==> config.mk <==
export PLATFORM = sky130hd
export DESIGN_NAME = load_store_unit
export DESIGN_NICKNAME = d
export VERILOG_FILES = /design/src/rtl/proc_pkg.sv /design/src/rtl/lsu_timeout_cnt.sv /design/src/rtl/load_store_unit.sv
export SDC_FILE = /design/constraint.sdc
export NUM_CORES = 1
export LEC_CHECK = 0
export CORE_ASPECT_RATIO = 1.4
export CORE_MARGIN = 2
export CORE_UTILIZATION = 44
export CTS_CLUSTER_SIZE = 12
export DETAILED_ROUTE_END_ITERATION = 8
export PLACE_DENSITY_LB_ADDON = 0.2
export SETUP_SLACK_MARGIN = 0.2
export SLEW_MARGIN = 10
export SYNTH_ARGS = -nofsm -noshare
export SYNTH_HDL_FRONTEND = slang
export SYNTH_SLANG_ARGS = --single-unit
==> constraint.sdc <==
create_clock -name clk -period 2.95 [get_ports clk]
set_input_delay 0.4425 -clock clk [delete_from_list [all_inputs] [get_ports clk]]
set_output_delay 0.4425 -clock clk [all_outputs]
set_load 0.01 [all_outputs]
==> src/rtl/proc_pkg.sv <==
// proc_pkg: shared processor opcodes and load/store unit state encoding
package proc_pkg;
  localparam logic [3:0] OP_LW = 4'b0111;
  localparam logic [3:0] OP_SW = 4'b1000;
  typedef enum logic [1:0] {S_IDLE, S_ACCESS, S_WB, S_ERR} lsu_state_t;
  function automatic logic is_mem_op(input logic [3:0] op);
    return op == OP_LW || op == OP_SW;
  endfunction
endpackage

==> src/rtl/lsu_timeout_cnt.sv <==
// lsu_timeout_cnt: counts memory wait cycles and flags the last allowed one
module lsu_timeout_cnt #(
  parameter int TIMEOUT = 15
) (
  input  logic clk,
  input  logic reset,
  input  logic clear,
  input  logic enable,
  output logic expired
);
  localparam int CW = $clog2(TIMEOUT + 1);
  logic [CW-1:0] r_cnt;
  // wait-cycle counter, held at zero whenever cleared
  always_ff @(posedge clk)
    if (reset || clear) r_cnt <= '0;
    else if (enable) r_cnt <= r_cnt + 1'b1;
  assign expired = r_cnt == CW'(TIMEOUT - 1);
endmodule

==> src/rtl/load_store_unit.sv <==
// load_store_unit: executes lw/sw against data memory with range check and ack timeout
module load_store_unit
  import proc_pkg::*;
#(
  parameter int DMEM_AW = 9,
  parameter int TIMEOUT = 15
) (
  input  logic               clk,
  input  logic               reset,
  input  logic               req_valid,
  output logic               req_ready,
  input  logic [3:0]         req_opcode,
  input  logic [15:0]        req_addr,
  input  logic [15:0]        req_wdata,
  input  logic [3:0]         req_dest,
  output logic               mem_req,
  output logic               mem_we,
  output logic [DMEM_AW-1:0] mem_addr,
  output logic [15:0]        mem_wdata,
  input  logic               mem_ack,
  input  logic [15:0]        mem_rdata,
  output logic               wb_valid,
  output logic [3:0]         wb_dest,
  output logic [15:0]        wb_data,
  output logic               busy,
  output logic               err
);
  lsu_state_t r_state, w_next;
  logic [3:0] r_op, r_dest, r_wb_dest;
  logic [DMEM_AW-1:0] r_addr;
  logic [15:0] r_wdata, r_wb_data;
  logic w_accept, w_oor, w_expired;
  assign w_accept = req_valid && req_ready;
  assign w_oor = (req_addr >> DMEM_AW) != 16'd0;
  lsu_timeout_cnt #(.TIMEOUT(TIMEOUT)) u_tmo (
    .clk(clk),
    .reset(reset),
    .clear(r_state != S_ACCESS),
    .enable(!mem_ack),
    .expired(w_expired)
  );
  // state register
  always_ff @(posedge clk)
    if (reset) r_state <= S_IDLE;
    else r_state <= w_next;
  // next state: ack beats expiry, WB and ERR each last one cycle
  always_comb begin
    w_next = r_state;
    case (r_state)
      S_IDLE:   w_next = w_accept && is_mem_op(req_opcode) ? (w_oor ? S_ERR : S_ACCESS) : S_IDLE;
      S_ACCESS: w_next = mem_ack ? (r_op == OP_LW ? S_WB : S_IDLE) : (w_expired ? S_ERR : S_ACCESS);
      default:  w_next = S_IDLE;
    endcase
  end
  // request capture on acceptance and load data capture on ack
  always_ff @(posedge clk)
    if (reset) begin
      r_op <= '0;
      r_addr <= '0;
      r_wdata <= '0;
      r_dest <= '0;
      r_wb_dest <= '0;
      r_wb_data <= '0;
    end else begin
      if (w_accept) begin
        r_op <= req_opcode;
        r_addr <= req_addr[DMEM_AW-1:0];
        r_wdata <= req_wdata;
        r_dest <= req_dest;
      end
      if (r_state == S_ACCESS && mem_ack && r_op == OP_LW) begin
        r_wb_data <= mem_rdata;
        r_wb_dest <= r_dest;
      end
    end
  assign req_ready = r_state == S_IDLE;
  assign busy = r_state != S_IDLE;
  assign mem_req = r_state == S_ACCESS;
  assign mem_we = r_op == OP_SW;
  assign mem_addr = r_addr;
  assign mem_wdata = r_wdata;
  assign wb_valid = r_state == S_WB;
  assign wb_dest = r_wb_dest;
  assign wb_data = r_wb_data;
  assign err = r_state == S_ERR;
endmodule

==> results of run 1 <==
-- metal layers --
layer  GRT usage [%]  vias up  wire [um]
li1                -     1098          -
met1            22.6      989       2350
met2            32.0       68       2810
met3            8.47        8        425
met4            9.35        0        117
met5               0        -          0
-- cell type report --
class                           instances  area (um^2)  area share (%)
Multi-Input combinational cell        194         1140            30.9
Inverter                                2         7.51           0.203
Sequential cell                        59         1180            31.9
Clock inverter                          5         30.0           0.811
Clock buffer                           10          138            3.71
Timing Repair Buffer                  113         1120            30.2
Tap cell                               68         85.1            2.30
-- flip-flops by register name, summed over array words and instances (netlist names) --
signal,count
u_tmo.r_cnt,4
wb_dest,4
r_op,4
r_state,2
mem_addr,9
wb_data,16
r_dest,4
mem_wdata,16
-- logic make-up (layout without fill, tap and decap cells) --
group                    count (synthesis)  in the layout  synth area share (%)
AND/OR/NAND/NOR                        130            130                  27.9
flip-flops                              59             59                  48.4
AO/OA/AOI/OAI                           39             39                  8.40
multiplexers                            20             20                  8.20
buffers and inverters                   20            130                  5.02
XOR/XNOR                                 3              3                  1.08
adder cells (fa/ha/maj)                  2              2                  1.02
-- layout by cell type (no fill, tap or decap), types with 3 or more instances in the layout --
master | netlist | routed
clkdlybuf4s50_1 | 0 | 109
a21oi_1 | 34 | 34
nor2_1 | 5 | 5
clkinv_2 | 0 | 3
buf_4 | 1 | 3
dfxtp_1 | 59 | 59
mux2i_1 | 20 | 20
nand2b_1 | 41 | 41
clkbuf_8 | 0 | 10
nand2_1 | 67 | 67
-- worst register-to-register path, cell delays in order, from the launching register on --
cell	delay (ns)
dfxtp_1	0.58
or3b_1	0.91
nand2_1	0.15
a21oi_1	0.18
-- power by group through the flow --
| stage | Clock (mW) | Sequential [mW] | Combinational (mW) |
|---|---|---|---|
| 5_1_grt | 0.680 | 0.844 | 0.252 |
| 6_report | 0.626 | 0.841 | 0.229 |
| 2_1_floorplan | 0 | 0.865 | 0.0865 |
| 3_5_place_dp | 0 | 0.859 | 0.230 |
| 4_1_cts | 0.637 | 0.841 | 0.232 |
| 3_3_place_gp | 0 | 0.858 | 0.227 |
-- how the worst max path moves through the flow --
stage / startpoint / slack, ns / cells after the start / end
floorplan: reset / 1.66 / 4 / mem_addr[0]
global placement: req_valid / 0.78 / 4 / mem_wdata[15]
detailed placement: req_valid / 0.74 / 4 / mem_wdata[5]
CTS: r_state[0] / 0.79 / 2 / mem_req
global route: r_state[0] / 0.67 / 2 / mem_req
finish: r_state[0] / 0.81 / 2 / mem_req
-- through the flow --
| stage | hold slack, ns | total power, mW | instance area (um^2) |
|---|---|---|---|
| floorplan | 0.437 | 0.952 | 2440 |
| finish | 0.455 | 1.70 | 3700 |
| global placement | 0.441 | 1.09 | 3540 |
| CTS | 0.457 | 1.71 | 3700 |
| global route | 0.476 | 1.78 | 3700 |
| detailed placement | 0.447 | 1.09 | 3540 |
==> summary.md, run 1 <==
| Metric | Value |
|---|---|
| Worst Path Max Fanout | 7 |
| Post-cts gate resize count | 0 |
| Placed Cells incl. Taps | 436 |
| Pint | 1.28 mW |
| DR iter-0 viols | 75 |
| Post-synthesis cell count | 273 |
| WP buf/inv | 1 |
| Vias/cell | 4.80 |
| Area growth, synth to finish | 51.7% |
| Classification of the worst setup path | flip-flop to output pin |
| Reg-to-reg startpoint | r_state[1] |
| Die width | 67.0 um |
| Async SR Flop Fraction | 0% |
| Hold Vio Cnt, Final | 0 |
| TritonRoute pass-1 iters | 4 |
| Final WL | 5.70 mm |
| Synth Flop Type | dfxtp_1 |
| Clock Latency Late Sink | 0.34 ns |
| Largest net degree at the start of global routing | 50 |
| Clk pin slew, worst setup/hold paths | 0.06 ns |
| Global-route wire length before repair | 9.32 mm |
| Worst Setup Slack, final | 0.808 ns |
| Final net count | 441 |
| Hold Crit Class | flip-flop to flip-flop |
| Worst clock skew | 0.00907 ns |
| Worst Max-Slew Pin Slew | 1.10 ns |
| Warnings from Yosys | 0 |
| Post-Syn Area | 2440 um^2 |
| Final GP Congestion | 0.737 |
| Die ar. | 6170 um^2 |
| Wire per inst | 12.6 um |
| FP Rows | 32 |
| Maximum resistive drop on vdd | 306 uV |
| CP delay by family, top | buffers and inverters |
| WHS Path Cells | 2 |
| Setup violations, final | 0 |
| Gr ovfl total | 0 |
| Syn Nets | 335 |
| Switching Share | 24.4% |
| Setup TNS | 0 ns |
| Top cells by area, synth | dfxtp_1, nand2b_1, nand2_1, mux2i_1, a21oi_1 |
| Post-CTS setup buffers | 0 |
| Distinct cells, synth | 33 |
| Worst Hold Path EP | r_dest[3] |
| Vias | 2,163 |
| Fmax | 467 MHz |
| Vias in the first global route | 2,072 |
| PwrDens | 458 nW/um^2 |
| Setup slack, reg-to-reg | 1.05 ns |
| Crit path largest cell delay | 0.58 ns |
| Post-CTS Hold Buffers | 0 |
| # fillers | 485 |
| Critical-path top delay cell | clkdlybuf4s50_1 |
| Combinational power share | 13.5% |
| Layout cells sized above 1 | 6.53% |
| Clock Tree Buf Depth | 2 |
| Gr usage total | 20.0% |
| Boundary Pins | 111 |
| Fin cells | 451 |
| Number of synthesized flops with an enable pin | 0 |
| Worst Min Path Start | r_dest[3] |
| Maxcap violations | 0 |
| Port buffer count | 110 |
| Final core occ | 68.0% |
| Leak pwr | 1.34 nW |
| Setup slack at placement | 0.741 ns |
| Clk network pwr share | 36.9% |
| RSZ-0062 raised after global routing | false |
| Crit start category | flip-flop |
| Sequential power share | 49.6% |
| CTS sink cnt | 59 |
| P_sw | 0.413 mW |
| Synthesized area per cell | 8.95 um^2 |
| Number of CTS-inserted buffers | 9 |
| CTS tree | done |
| Required @ worst endpoint | 2.51 ns |
| Sequential area share after synthesis | 48.4% |
| Critical path endpoint category | output pin |
| Post-synth top cells | nand2_1, dfxtp_1, nand2b_1 |
| Synth top area share | 48.4% |
| Worst Path Arrival | 1.70 ns |
| Post-DRT Antenna Nets | 0 |
| Post-synthesis cell type with the largest combined area | dfxtp_1 |
| Starting Density | 44.9% |
| Most common cell in the synthesized netlist | nand2_1 |
| Reg2reg end | r_op[0] |
| CP Cell Sequence | nor2b_1, clkdlybuf4s50_1 |
| H-tree levels | 3 |
| Slew Limit Fails | 0 |
| Status | finished clean |
| Core area | 5450 um^2 |
| Clock root buffer | clkbuf_8 |
| #FFs+latches synth | 59 |
| Final min period | 2.14 ns |
| HPWL after DPL | 4.01 mm |
| Diode count | 0 |
| Initial antenna violation count | 0 |
| Relative slew margins | 26.7% |
| Tcrit/Tclk final | 72.6% |
| Die Y | 92.2 um |
| Reg2Reg Depth | 3 |
| Residual DRC | 0 |
(Power assumes the default switching activity.)
==> run 2: changes to the inputs <==
--- a/config.mk
+++ b/config.mk
@@ -7,7 +7,7 @@
 export LEC_CHECK = 0
 export CORE_ASPECT_RATIO = 1.4
 export CORE_MARGIN = 2
-export CORE_UTILIZATION = 44
+export CORE_UTILIZATION = 41
 export CTS_CLUSTER_SIZE = 12
 export DETAILED_ROUTE_END_ITERATION = 8
 export PLACE_DENSITY_LB_ADDON = 0.2
==> constraint.sdc (replaced) <==
create_clock -name clk -period 2.2 [get_ports clk]
set_input_delay 0.33 -clock clk [delete_from_list [all_inputs] [get_ports clk]]
set_output_delay 0.33 -clock clk [all_outputs]
set_load 0.01 [all_outputs]
==> run 2 against run 1 <==
  * Clock skew about the same
  * Count of clock-buffer cells in the layout rose by 1
  * Hold slack got worse by 0.0021 ns
  * Sequential share of layout area fell by 0.44 points
  * Worst setup slack got worse by 0.52 ns
  * Sequential power is 34% higher
  * Cell count rose by 0.89%
  * Die area grew 6.9%
  * Critical path type unchanged
  * Highest routed layer unchanged
==> summary.md, run 2 (same netlist as run 1, synthesis figures left out) <==
| Metric | Value |
|---|---|
| Status | finished clean |
| Core area | 5820 um^2 (+6.9%) |
| DR iter-0 viols | 88 (+17%) |
| H-tree levels | 3 (unchanged) |
| Slew Limit Fails | 0 (unchanged) |
| Final Hold Slack | 0.453 ns (-0.00207 ns) |
| Setup TNS | 0 ns (unchanged) |
| Clock Latency Late Sink | 0.33 ns (about the same) |
| Met2 usage | 27.8% (-4.2 points) |
| Relative slew margins | 77.0% (+50 points) |
| Classification of the worst setup path | flip-flop to output pin |
| CTS sink cnt | 59 (unchanged) |
| CTS tree | done |
| Die Y | 95.3 um (+3.4%) |
| Top Usage Layer GRT | met2 |
| Residual DRC | 0 (unchanged) |
| Power Total | 2.31 mW (+36%) |
| Critical path endpoint category | output pin |
| Maxcap violations | 0 (unchanged) |
| Fmax | 522 MHz |
| HPWL after DPL | 3.71 mm (-7.3%) |
| Die ar. | 6600 um^2 (+6.9%) |
| Post-DRT Antenna Nets | 0 (unchanged) |
| PwrDens | 613 nW/um^2 (+34%) |
| Layout cells sized above 1 | 7.79% (+1.3 points) |
| Final net count | 443 (+0.45%) |
| Vias in the first global route | 2,031 (-2.0%) |
| Wire per inst | 11.8 um (-6.4%) |
| Worst clock skew | 0.00947 ns (+0.000399 ns) |
| Clk pin slew, worst setup/hold paths | 0.07 ns (about the same) |
| Starting Density | 42.0% (-2.9 points) |
| Seq. cell area | 1180 um^2 (+0.21%) |
| Boundary Pins | 111 (unchanged) |
| Area growth, synth to finish | 54.1% |
| Met3 usage | 5.29% (-3.2 points) |
| Final core occ | 64.7% (-3.4 points) |
| Largest net degree at the start of global routing | 77 (+54%) |
| Most frequent cells in the layout | clkdlybuf4s50_1, nand2_1, dfxtp_1 |
| Worst Path Arrival | 1.58 ns (-0.12 ns) |
| Commonest non-fill, non-tap cell in the layout | clkdlybuf4s50_1 |
| Clock Tree Buf Depth | 2 (unchanged) |
| Clock root buffer | clkbuf_8 |
| Initial antenna violation count | 0 (unchanged) |
| Required @ worst endpoint | 1.87 ns (-0.64 ns) |
| Global-route wire length before repair | 9.00 mm (-3.3%) |
| Fin cells | 455 (+0.89%) |
| Gr ovfl total | 0 (unchanged) |
| Worst Path Max Fanout | 9 (+2) |
| # fillers | 507 (+4.5%) |
| RSZ-0062 raised after global routing | false |
| Worst Max-Slew Pin Slew | 0.345 ns (-0.754 ns) |
| Post-CTS Hold Buffers | 0 (unchanged) |
| Setup violations, final | 0 (unchanged) |
| Vias/cell | 4.65 (-3.0%) |
| Diode count | 0 (unchanged) |
| TritonRoute pass-1 iters | 4 (unchanged) |
| Vias | 2,117 (-2.1%) |
| Met1 usage | 19.9% (-2.7 points) |
| FP Rows | 33 (+3.1%) |
| Final min period | 1.91 ns |
| Crit start category | flip-flop |
| Hold Vio Cnt, Final | 0 (unchanged) |
| Maximum resistive drop on vdd | 520 uV (+70%) |
| Hold Crit Class | flip-flop to flip-flop |
| Port buffer count | 110 (unchanged) |
| Placed Cells incl. Taps | 440 (+0.92%) |
| Tcrit/Tclk final | 87.0% |
| Multi-input logic area | 1150 um^2 (+0.22%) |
| Die width | 69.2 um (+3.4%) |
| Final WL | 5.39 mm (-5.6%) |
| Final GP Congestion | 0.699 (-5.1%) |
| Number of CTS-inserted buffers | 9 (unchanged) |
| Leak pwr | 1.38 nW (+3.2%) |
| Gr usage total | 17.2% (-2.8 points) |
==> run 2: changes by cell type in the layout (fill, tap and decap cells not counted), sizes merged <==
cell           delta
clkbuf            +1
clkinvlp          -1
dlymetal6s2s      +1
buf               +2
clkdlybuf4s50     -1
==> run 2: layout make-up <==
cell class | count | share of cell area [%]
sequential | 59 | 31.4
timing repair buffer | 115 | 30.8
multi-input combinational | 194 | 30.5
clock buffer | 11 | 4.02
tap | 70 | 2.33
clock inverter | 4 | 0.698
inverter | 2 | 0.199
==> run 2: report_power, final <==
group          switching, mW  total (mW)  internal, mW
Sequential            0.0201        1.13          1.11
Combinational          0.116       0.311         0.194
Clock                  0.412       0.873         0.461
==> run 2: per-layer routing <==
metal / up-vias / wire length (um) / share of wire, %
met1: 935 / 2390 / 44
met3: 8 / 429 / 8.0
li1: 1105 / - / -
met5: - / 0 / 0
met4: 0 / 99 / 1.8
met2: 69 / 2470 / 46
==> run 2: path summary, 6_finish.rpt <==
kind	end	startpoint	cells after the start	slack, ns
worst max-delay path	req_ready	r_state[1]	3	0.29
worst min-delay path	mem_addr[4]	mem_addr[4]	2	0.45
worst max register to register	wb_data[3]	r_op[3]	4	0.83
worst min register to register	mem_addr[4]	mem_addr[4]	2	0.45
==> run 2: critical path, cell delays in order, from the launching register on <==
cell and delay [ns]:
dfxtp_2 0.38, or2_2 0.30, inv_1 0.05, clkdlybuf4s50_1 0.53
==> run 2: repair_timing <==
item,4_1_cts,5_1_grt
endpoints found under the setup margin,2,3
setup buffers,0,0
resized for setup,2,2
==> run 2: through the flow <==
step | area [um^2] | setup WS (ns)
6_report | 3760 | 0.286
5_1_grt | 3760 | 0.231
4_1_cts | 3760 | 0.228
3_5_place_dp | 3580 | 0.285
3_3_place_gp | 3580 | 0.328
2_1_floorplan | 2440 | 0.916
